<file path="config.mk">
export PLATFORM = sky130hd
export DESIGN_NAME = sync_fifo_flat
export DESIGN_NICKNAME = d
export VERILOG_FILES = /design/src/rtl/fifo_pkg.sv /design/src/rtl/sync_fifo_if.sv /design/src/rtl/fifo_mem.sv /design/src/rtl/sync_fifo.sv /design/src/flat_wrapper.sv
export SDC_FILE = /design/constraint.sdc
export NUM_CORES = 1
export LEC_CHECK = 0
export BUFFER_PORTS_ARGS = -buffer_cell sky130_fd_sc_hd__buf_2
export CAP_MARGIN = 20
export CORE_AREA = 2 2 209 211
export DETAILED_ROUTE_END_ITERATION = 6
export DIE_AREA = 0 0 211 213
export GPL_TIMING_DRIVEN = 0
export HOLD_SLACK_MARGIN = 0.08
export PLACE_DENSITY_LB_ADDON = 0.1
export REMOVE_ABC_BUFFERS = 1
export SLEW_MARGIN = 20
export SYNTH_ARGS = -nofsm -noshare
export SYNTH_HDL_FRONTEND = slang
export SYNTH_SLANG_ARGS = --single-unit
export TNS_END_PERCENT = 10
</file>
<file path="constraint.sdc">
create_clock -name clk -period 5.63 [get_ports clk]
set_clock_uncertainty 0.1 [all_clocks]
set_input_delay 0.8445 -clock clk [delete_from_list [all_inputs] [get_ports clk]]
set_output_delay 0.8445 -clock clk [all_outputs]
set_load 0.1 [all_outputs]
</file>
<file path="src/rtl/fifo_pkg.sv">
// Shared constants and width helpers for the synchronous FIFO family.
package fifo_pkg;

  localparam int FWFT_OFF = 0;
  localparam int FWFT_ON  = 1;

  function automatic int addrWidth(input int depth);
    return (depth < 2) ? 1 : $clog2(depth);
  endfunction

  function automatic int ptrWidth(input int depth);
    return addrWidth(depth) + 1;
  endfunction

  function automatic bit isPow2(input int n);
    return (n >= 2) && ((n & (n - 1)) == 0);
  endfunction

endpackage

</file>
<file path="src/rtl/sync_fifo_if.sv">
// Write/read handshake, status flags and level of a sync_fifo bundled as one interface.
interface sync_fifo_if
  import fifo_pkg::*;
#(
  parameter int DATA_WIDTH = 32,
  parameter int DEPTH      = 16
);

  logic                        flush;
  logic                        wr_en;
  logic [DATA_WIDTH-1:0]       wr_data;
  logic                        full;
  logic                        almost_full;
  logic                        rd_en;
  logic [DATA_WIDTH-1:0]       rd_data;
  logic                        rd_valid;
  logic                        empty;
  logic                        almost_empty;
  logic [ptrWidth(DEPTH)-1:0]  level;
  logic                        overflow;
  logic                        underflow;

  modport master (
    output flush, wr_en, wr_data, rd_en,
    input  full, almost_full, rd_data, rd_valid, empty, almost_empty, level, overflow, underflow
  );

  modport slave (
    input  flush, wr_en, wr_data, rd_en,
    output full, almost_full, rd_data, rd_valid, empty, almost_empty, level, overflow, underflow
  );

endinterface

</file>
<file path="src/rtl/fifo_mem.sv">
// Simple dual-port storage: synchronous write, asynchronous read.
module fifo_mem
  import fifo_pkg::*;
#(
  parameter int DATA_WIDTH = 32,
  parameter int DEPTH      = 16
) (
  input  logic                          clk,
  input  logic                          i_wrEn,
  input  logic [addrWidth(DEPTH)-1:0]   i_wrAddr,
  input  logic [DATA_WIDTH-1:0]         i_wrData,
  input  logic [addrWidth(DEPTH)-1:0]   i_rdAddr,
  output logic [DATA_WIDTH-1:0]         o_rdData
);

  logic [DATA_WIDTH-1:0] r_mem [DEPTH];

  always_ff @(posedge clk) begin
    if (i_wrEn) begin
      r_mem[i_wrAddr] <= i_wrData;
    end
  end

  assign o_rdData = r_mem[i_rdAddr];

endmodule

</file>
<file path="src/rtl/sync_fifo.sv">
// Single-clock FIFO with binary wrap pointers, level count, sticky error flags
// and either a registered read port or first-word-fall-through output.
module sync_fifo
  import fifo_pkg::*;
#(
  parameter int DATA_WIDTH = 32,
  parameter int DEPTH      = 16,
  parameter int FWFT       = 0,
  parameter int AF_LEVEL   = DEPTH - 2,
  parameter int AE_LEVEL   = 2
) (
  input logic         clk,
  input logic         rst,
  sync_fifo_if.slave  bus
);

  localparam int ADDR_W = addrWidth(DEPTH);
  localparam int PTR_W  = ptrWidth(DEPTH);
  localparam logic [PTR_W-1:0] AF_LVL = PTR_W'(AF_LEVEL);
  localparam logic [PTR_W-1:0] AE_LVL = PTR_W'(AE_LEVEL);

  if (!isPow2(DEPTH) || AE_LEVEL < 0 || AE_LEVEL >= AF_LEVEL || AF_LEVEL > DEPTH) begin : g_badParams
    $error("sync_fifo: DEPTH must be a power of two >= 2 and 0 <= AE_LEVEL < AF_LEVEL <= DEPTH");
  end

  logic [PTR_W-1:0]      r_wrPtr;
  logic [PTR_W-1:0]      r_rdPtr;
  logic [PTR_W-1:0]      r_level;
  logic                  r_overflow;
  logic                  r_underflow;
  logic                  w_full;
  logic                  w_empty;
  logic                  w_wrAcc;
  logic                  w_rdAcc;
  logic                  w_memWe;
  logic [DATA_WIDTH-1:0] w_memData;

  // Full when the pointers address the same slot but sit on different laps.
  assign w_full  = (r_wrPtr[ADDR_W-1:0] == r_rdPtr[ADDR_W-1:0]) && (r_wrPtr[ADDR_W] != r_rdPtr[ADDR_W]);
  assign w_empty = (r_wrPtr == r_rdPtr);
  assign w_wrAcc = bus.wr_en && !w_full;
  assign w_rdAcc = bus.rd_en && !w_empty;
  assign w_memWe = w_wrAcc && !bus.flush && !rst;

  fifo_mem #(
    .DATA_WIDTH (DATA_WIDTH),
    .DEPTH      (DEPTH)
  ) u_mem (
    .clk      (clk),
    .i_wrEn   (w_memWe),
    .i_wrAddr (r_wrPtr[ADDR_W-1:0]),
    .i_wrData (bus.wr_data),
    .i_rdAddr (r_rdPtr[ADDR_W-1:0]),
    .o_rdData (w_memData)
  );

  always_ff @(posedge clk) begin
    if (rst || bus.flush) begin
      r_wrPtr     <= '0;
      r_rdPtr     <= '0;
      r_level     <= '0;
      r_overflow  <= 1'b0;
      r_underflow <= 1'b0;
    end else begin
      if (w_wrAcc) r_wrPtr <= r_wrPtr + PTR_W'(1);
      if (w_rdAcc) r_rdPtr <= r_rdPtr + PTR_W'(1);
      if (w_wrAcc && !w_rdAcc) begin
        r_level <= r_level + PTR_W'(1);
      end else if (!w_wrAcc && w_rdAcc) begin
        r_level <= r_level - PTR_W'(1);
      end
      if (bus.wr_en && w_full)  r_overflow  <= 1'b1;
      if (bus.rd_en && w_empty) r_underflow <= 1'b1;
    end
  end

  assign bus.full         = w_full;
  assign bus.empty        = w_empty;
  assign bus.level        = r_level;
  assign bus.almost_full  = (r_level >= AF_LVL);
  assign bus.almost_empty = (r_level <= AE_LVL);
  assign bus.overflow     = r_overflow;
  assign bus.underflow    = r_underflow;

  if (FWFT == FWFT_ON) begin : g_fwft
    // Head word is presented combinationally; zero while nothing is stored.
    assign bus.rd_data  = w_empty ? '0 : w_memData;
    assign bus.rd_valid = !w_empty;
  end else begin : g_regRead
    logic [DATA_WIDTH-1:0] r_rdData;
    logic                  r_rdValid;

    always_ff @(posedge clk) begin
      if (rst) begin
        r_rdData  <= '0;
        r_rdValid <= 1'b0;
      end else if (bus.flush) begin
        r_rdValid <= 1'b0;
      end else begin
        r_rdValid <= w_rdAcc;
        if (w_rdAcc) r_rdData <= w_memData;
      end
    end

    assign bus.rd_data  = r_rdData;
    assign bus.rd_valid = r_rdValid;
  end

endmodule

</file>
<file path="src/flat_wrapper.sv">
// flat-port wrapper written by rule: the top's interface ports become plain ports
module sync_fifo_flat import fifo_pkg::*;
#(
  parameter int DATA_WIDTH = 32,
  parameter int DEPTH      = 16,
  parameter int FWFT       = 0,
  parameter int AF_LEVEL   = DEPTH - 2,
  parameter int AE_LEVEL   = 2
)
  (clk, rst, bus_flush, bus_wr_en, bus_wr_data, bus_rd_en, bus_full, bus_almost_full, bus_rd_data, bus_rd_valid, bus_empty, bus_almost_empty, bus_level, bus_overflow, bus_underflow);
  sync_fifo_if #(.DATA_WIDTH(DATA_WIDTH), .DEPTH(DEPTH)) bus_i ();
  input logic clk;
  input logic rst;
  input wire logic [$bits(bus_i.flush)-1:0] bus_flush;
  input wire logic [$bits(bus_i.wr_en)-1:0] bus_wr_en;
  input wire logic [$bits(bus_i.wr_data)-1:0] bus_wr_data;
  input wire logic [$bits(bus_i.rd_en)-1:0] bus_rd_en;
  output wire logic [$bits(bus_i.full)-1:0] bus_full;
  output wire logic [$bits(bus_i.almost_full)-1:0] bus_almost_full;
  output wire logic [$bits(bus_i.rd_data)-1:0] bus_rd_data;
  output wire logic [$bits(bus_i.rd_valid)-1:0] bus_rd_valid;
  output wire logic [$bits(bus_i.empty)-1:0] bus_empty;
  output wire logic [$bits(bus_i.almost_empty)-1:0] bus_almost_empty;
  output wire logic [$bits(bus_i.level)-1:0] bus_level;
  output wire logic [$bits(bus_i.overflow)-1:0] bus_overflow;
  output wire logic [$bits(bus_i.underflow)-1:0] bus_underflow;
  assign bus_i.flush = bus_flush;
  assign bus_i.wr_en = bus_wr_en;
  assign bus_i.wr_data = bus_wr_data;
  assign bus_i.rd_en = bus_rd_en;
  assign bus_full = bus_i.full;
  assign bus_almost_full = bus_i.almost_full;
  assign bus_rd_data = bus_i.rd_data;
  assign bus_rd_valid = bus_i.rd_valid;
  assign bus_empty = bus_i.empty;
  assign bus_almost_empty = bus_i.almost_empty;
  assign bus_level = bus_i.level;
  assign bus_overflow = bus_i.overflow;
  assign bus_underflow = bus_i.underflow;
  sync_fifo #(.DATA_WIDTH(DATA_WIDTH), .DEPTH(DEPTH), .FWFT(FWFT), .AF_LEVEL(AF_LEVEL), .AE_LEVEL(AE_LEVEL)) u_core (.clk(clk), .rst(rst), .bus(bus_i));
endmodule
</file>
After elaboration in Yosys (flattened, before gate mapping) --
Memory sizes are Yosys's and may differ from the RTL's. A register that Yosys moved wholly into a read port is not among the register bits. Cells that the tools add are included.
Word-level totals: memory bits (writable) 512, logic and storage cells 40, memories 1, register bits after elaboration 18, latch bits 0, output and inout bits 44, bits in read-only memories 0
Operators by class: divide/modulo/power cells 0, add/subtract/negate cells 4, $mul 0, shifts and indexed selects 0, bitwise operators 1, reduce and logical (&&, ||, !) cells 19, multiplexer cells 4, magnitude comparators 2, equality and inequality tests 3
Memory list:
- u_core.u_mem.r_mem | words 16, width 32, rd ports 1, clocked after Yosys merged registers in 1, wr ports 1, line fifo_mem.sv:16 | logic [DATA_WIDTH-1:0] r_mem [DEPTH];
Operators by type and width (count):
- $add A5 B1 Y5 const B | 3
- $mux W5 | 2
- $logic_and A1 B1 Y1 | 9
- $logic_not A1 Y1 | 6
- $eq A5 B5 Y1 | 1
- $ge A5 B4 Y1 const B | 1
- $le A5 B2 Y1 const B | 1
- $sub A5 B1 Y5 const B | 1
- $eq A4 B4 Y1 | 1
- $mux W1 | 2
- $reduce_and A2 Y1 | 1
- $reduce_bool A2 Y1 | 1
- $reduce_or A2 Y1 | 1
- $logic_or A1 B1 Y1 | 1
- $ne A1 B1 Y1 | 1
- $not A1 Y1 | 1

Depth between registers and ports, before layout --
word-level depth 8, gate-level depth with buffers 13, gate-level depth less buffers 12

Cells and area by module --
Synthesis repeated with hierarchy kept, for this count alone.
Second synthesis, totals: cell total of the unflattened synthesis 1063, area, all modules 21699.6 µm²
By module, submodules not included:
- fifo_mem | sequential area each 15374.7 µm², area each 19213.4 µm², instances 1, cells each 806
- sync_fifo | sequential area each 1001.0 µm², area each 2486.1 µm², instances 1, cells each 257

Least setup slack after synthesis --
Ideal clock, no wire load.
path type register -> output, start point register u_core.r_level[1], in the netlist u_core.bus.level[1], end point output port bus_almost_empty, slack -0.849 ns, path buffers 0, arrival time 5.534 ns, required time 4.686 ns, cell stages (with the launch flop) 2, path through dfxtp_1 -> a2111oi_0
On the way: longest elaborated chain between the ends 1
RTL lines:
- start: declaration | line sync_fifo.sv:28 | logic [PTR_W-1:0] r_level;
- start signal: assignment | line sync_fifo.sv:68 | r_level <= r_level + PTR_W'(1);
- start signal: assignment | line sync_fifo.sv:70 | r_level <= r_level - PTR_W'(1);
- $le A5 B2 Y1 | line sync_fifo.sv:81 | assign bus.almost_empty = (r_level <= AE_LVL);
- end: declaration | line flat_wrapper.sv:23 | output wire logic [$bits(bus_i.almost_empty)-1:0] bus_almost_empty;
No other way between the ends.

Worst setup path in the final report --
start point register u_core.r_rdPtr[2], end point register u_core.r_level[4], in the netlist u_core.bus.level[4]
On the way: longest elaborated chain between the ends 7, elaborated cells on any way between the ends 13, those cells by class eq/ne (2); mux (1); reduce/logical (10)
RTL lines:
- start: declaration | line sync_fifo.sv:27 | logic [PTR_W-1:0] r_rdPtr;
- start signal: assignment | line sync_fifo.sv:66 | if (w_rdAcc) r_rdPtr <= r_rdPtr + PTR_W'(1);
- $eq A4 B4 Y1 | line sync_fifo.sv:39 | assign w_full = (r_wrPtr[ADDR_W-1:0] == r_rdPtr[ADDR_W-1:0]) && (r_wrPtr[ADDR_W] != r_rdPtr[ADDR_W]);
- $logic_and A1 B1 Y1 | line sync_fifo.sv:39
- $logic_not A1 Y1 | line sync_fifo.sv:41 | assign w_wrAcc = bus.wr_en && !w_full;
- $logic_and A1 B1 Y1 | line sync_fifo.sv:41
- $logic_not A1 Y1 | line sync_fifo.sv:69 | end else if (!w_wrAcc && w_rdAcc) begin
- $logic_and A1 B1 Y1 | line sync_fifo.sv:69
- $reduce_bool A2 Y1 (no line)
Parallel ways exist; a longest one is shown, timed or not. A chain may end at the register's enable or synchronous reset.

==> metrics <==
HPWL Detailed about 25000 microns; Post-Place Worst Slack between 1.5 and 2 ns; Area growth syn-to-layout 14.79%; worst hold-check path type reg -> reg; Yosys cell types 42; total track usage 0.2168; post-CTS sizing 0; Die W about 210 microns; area share of the largest cell type after synthesis 0.7003; total CTS buffers 56; max-slew violation count 0; Die Ht about 210 microns; buffer and inverter count on the worst path 2; post-CTS setup buffers 0; Avg Cell Area, Syn slightly below 20 sq um; # clock sinks between 500 and 600; total grt overflow 0; CTS Hold Bufs 0; Worst Max-Slew Pin Slew around 1.1 ns; worst setup margin between 1.5 and 2 ns; drt total wl around 47000 microns; most used routing layer met2; CP delay by family, top compound AO/OA/AOI/OAI gates; largest net degree at the start of global routing 49; RSZ-0062 raised after global routing no; Pre-antenna DRT Iters 5; clock latency on the worst-skew pair roughly 0.59 ns; Placer Congestion between 0.6 and 0.7; Reg2Reg Depth 12; Worst Setup End Kind flop; Synth top cells by count edfxtp_1 (512), nor3_1 (66), mux2_2 (64), mux4_2 (54), nor2_1 (54); Syn Inst Count between 1000 and 1500; I/O Pins 81; CP Cell Sequence buf_12 -> xnor2_1 -> nand4_2 -> o21ai_0 -> ha_1 -> inv_1 -> ha_1 -> nor2b_1 -> o21a_1 -> or3_1 -> a21oi_1 -> mux2i_1; core box area around 0.043 sq mm; most frequent CP cell ha_1; Max FO, Critical Path 38; Clock transition at path regs approximately 0.06 ns; fraction of layout cells with a size suffix above 1 0.2712; Slew Limit Headroom 0.2590; Seq/Total Area, Yosys 0.7459; Final Critical Period around 4 ns; Port Buffers 80; Die ar. roughly 0.045 sq mm; Warnings, synthesis 0; VDD IR-drop max 246.8 uV; met1 Use GR 0.3025; power per cell area 334.9 mW/mm^2; routing usage on met3 0.03236; CTS Buffer Depth 3; WL per Instance 26.09 microns; # setup viols final 0; number of flops mapped to enable cells by yosys slightly above 500; WP data required 6.05 ns; CP arrival around 4.4 ns; total number of vias about 11000; Row Count 76; Leakage between 8 and 9 nW; Layout Nets between 1000 and 1500; critical path class reg -> reg; Initial DRC Count roughly 830; Seq cells post-synth 562; GR Layer Usage met2 0.3579; Routed Antenna Nets 0; period utilization 0.7008; Vias/cell roughly 6.0; first-pass GRT wire length roughly 70000 microns; hold depth 2; Synth area leader edfxtp_1; Slowest-stage cell, CP dfxtp_4; fmax 0.2535 GHz; cell depth of the worst setup path 12; vias in the first global route roughly 11000; top-count cell post-synth edfxtp_1; Worst Setup Start Kind flop; dominant cells by area after synthesis edfxtp_1 (70%), mux4_2 (5.5%), mux4_1 (5.0%); run status complete, no violations; Hold Fails Final Rpt 0; Synth Flop Type edfxtp_1; final core utilization 0.5903; Initial Util 0.5142; residual DRC count 0; max incr delay on CP ~0.64 ns; Syn Std Cell Area about 0.022 sq mm; Async S/R FF share, synth 0; max cap viols 0; TritonCTS clock tree yes; H-Tree Level Count 2; initial antenna violation count 3; CTS root buf clkbuf_16
sequential cells by signal, indices dropped and copies added, names as in the netlist:
name	count
u_core.bus.overflow	1
u_core.r_wrPtr	5
u_core.bus.level	5
u_core.r_rdPtr	5
u_core.u_mem.r_mem	512
u_core.bus.underflow	1
u_core.bus.rd_data	32
u_core.bus.rd_valid	1
through the flow:
| step | cells | hold slack (ns) | power (mW) | setup TNS, ns | cell area [sq um] |
|---|---|---|---|---|---|
| floorplan | 1060 | 0.4382 | 4.851 | -559.88 | 21590 |
| global placement | 1686 | 0.3444 | 4.954 | -2892.10 | 22670 |
| detailed placement | 1714 | 0.3592 | 4.966 | 0 | 23450 |
| CTS | 1818 | 0.3723 | 8.504 | 0 | 25200 |
| global route | 1818 | 0.4021 | 8.684 | 0 | 25200 |
| finish | 1819 | 0.3596 | 8.439 | 0 | 25200 |
area by class of cell:
type | instances | area, sq um
sequential | 562 | 16390
clock buffer | 90 | 1640
timing repair buffer | 108 | 1074
antenna | 1 | 2.502
tap | 546 | 683.2
inverter | 6 | 22.52
clock inverter | 14 | 115.1
fill | 3123 | 17490
multi-input combinational | 492 | 5275
where the power goes:
part | switching (mW) | leakage (nW) | internal (mW)
Combinational | 0.227 | 2.17 | 0.0677
Sequential | 0.0140 | 5.01 | 4.57
Clock | 1.49 | 0.861 | 2.07
Total | 1.73 | 8.04 | 6.71
per-layer routing:
layer | part of all wire | wire length [microns]
met1 | 0.44 | 20910
met2 | 0.50 | 23520
met3 | 0.044 | 2075
met4 | 0.019 | 911
met5 | 0.00057 | 27
path summary, 6_finish.rpt:
check,startpoint,end,slack [ns]
hold reg to reg,u_core.bus.overflow,u_core.bus.overflow,0.36
setup reg to reg,u_core.r_rdPtr[2],u_core.bus.level[4],1.68
hold / removal,u_core.bus.overflow,u_core.bus.overflow,0.36
setup / recovery,u_core.r_rdPtr[2],u_core.bus.level[4],1.68
layout by cell type, fill, tap and decap left out, types with 6 or more instances in the layout:
cell type    n
dfxtp_1     46
mux2_2      64
clkbuf_16   57
nor2b_1     37
clkbuf_1    24
buf_16      15
nor2_1      54
edfxtp_1   512
and3_4      10
clkinv_2     8
xor2_1       6
buf_12      13
ha_1         9
mux4_1      42
xnor2_1      9
a211oi_1    49
and3_2       6
o22ai_1     32
nor3_1      66
clkbuf_8     9
buf_2       80
inv_1        6
mux4_2      54
a21oi_1      8
a211oi_2    15
tightest hold or removal path: stages (launching register included):
cell,delay [ns]
dfxtp_1,0.32
a21oi_1,0.04
nor2_1,0.07
cell families (layout without fill, tap and decap cells):
group	after synthesis	count (layout)	synth area share
adder cells (fa/ha/maj)	10	10	0.006041
AND/OR/NAND/NOR	185	185	0.04291
buffers and inverters	75	218	0.01778
flip-flops	562	562	0.7459
other	0	1	0
AO/OA/AOI/OAI	118	118	0.04109
XOR/XNOR	15	15	0.005984
multiplexers	164	164	0.1403
(Power assumes the default switching activity.)
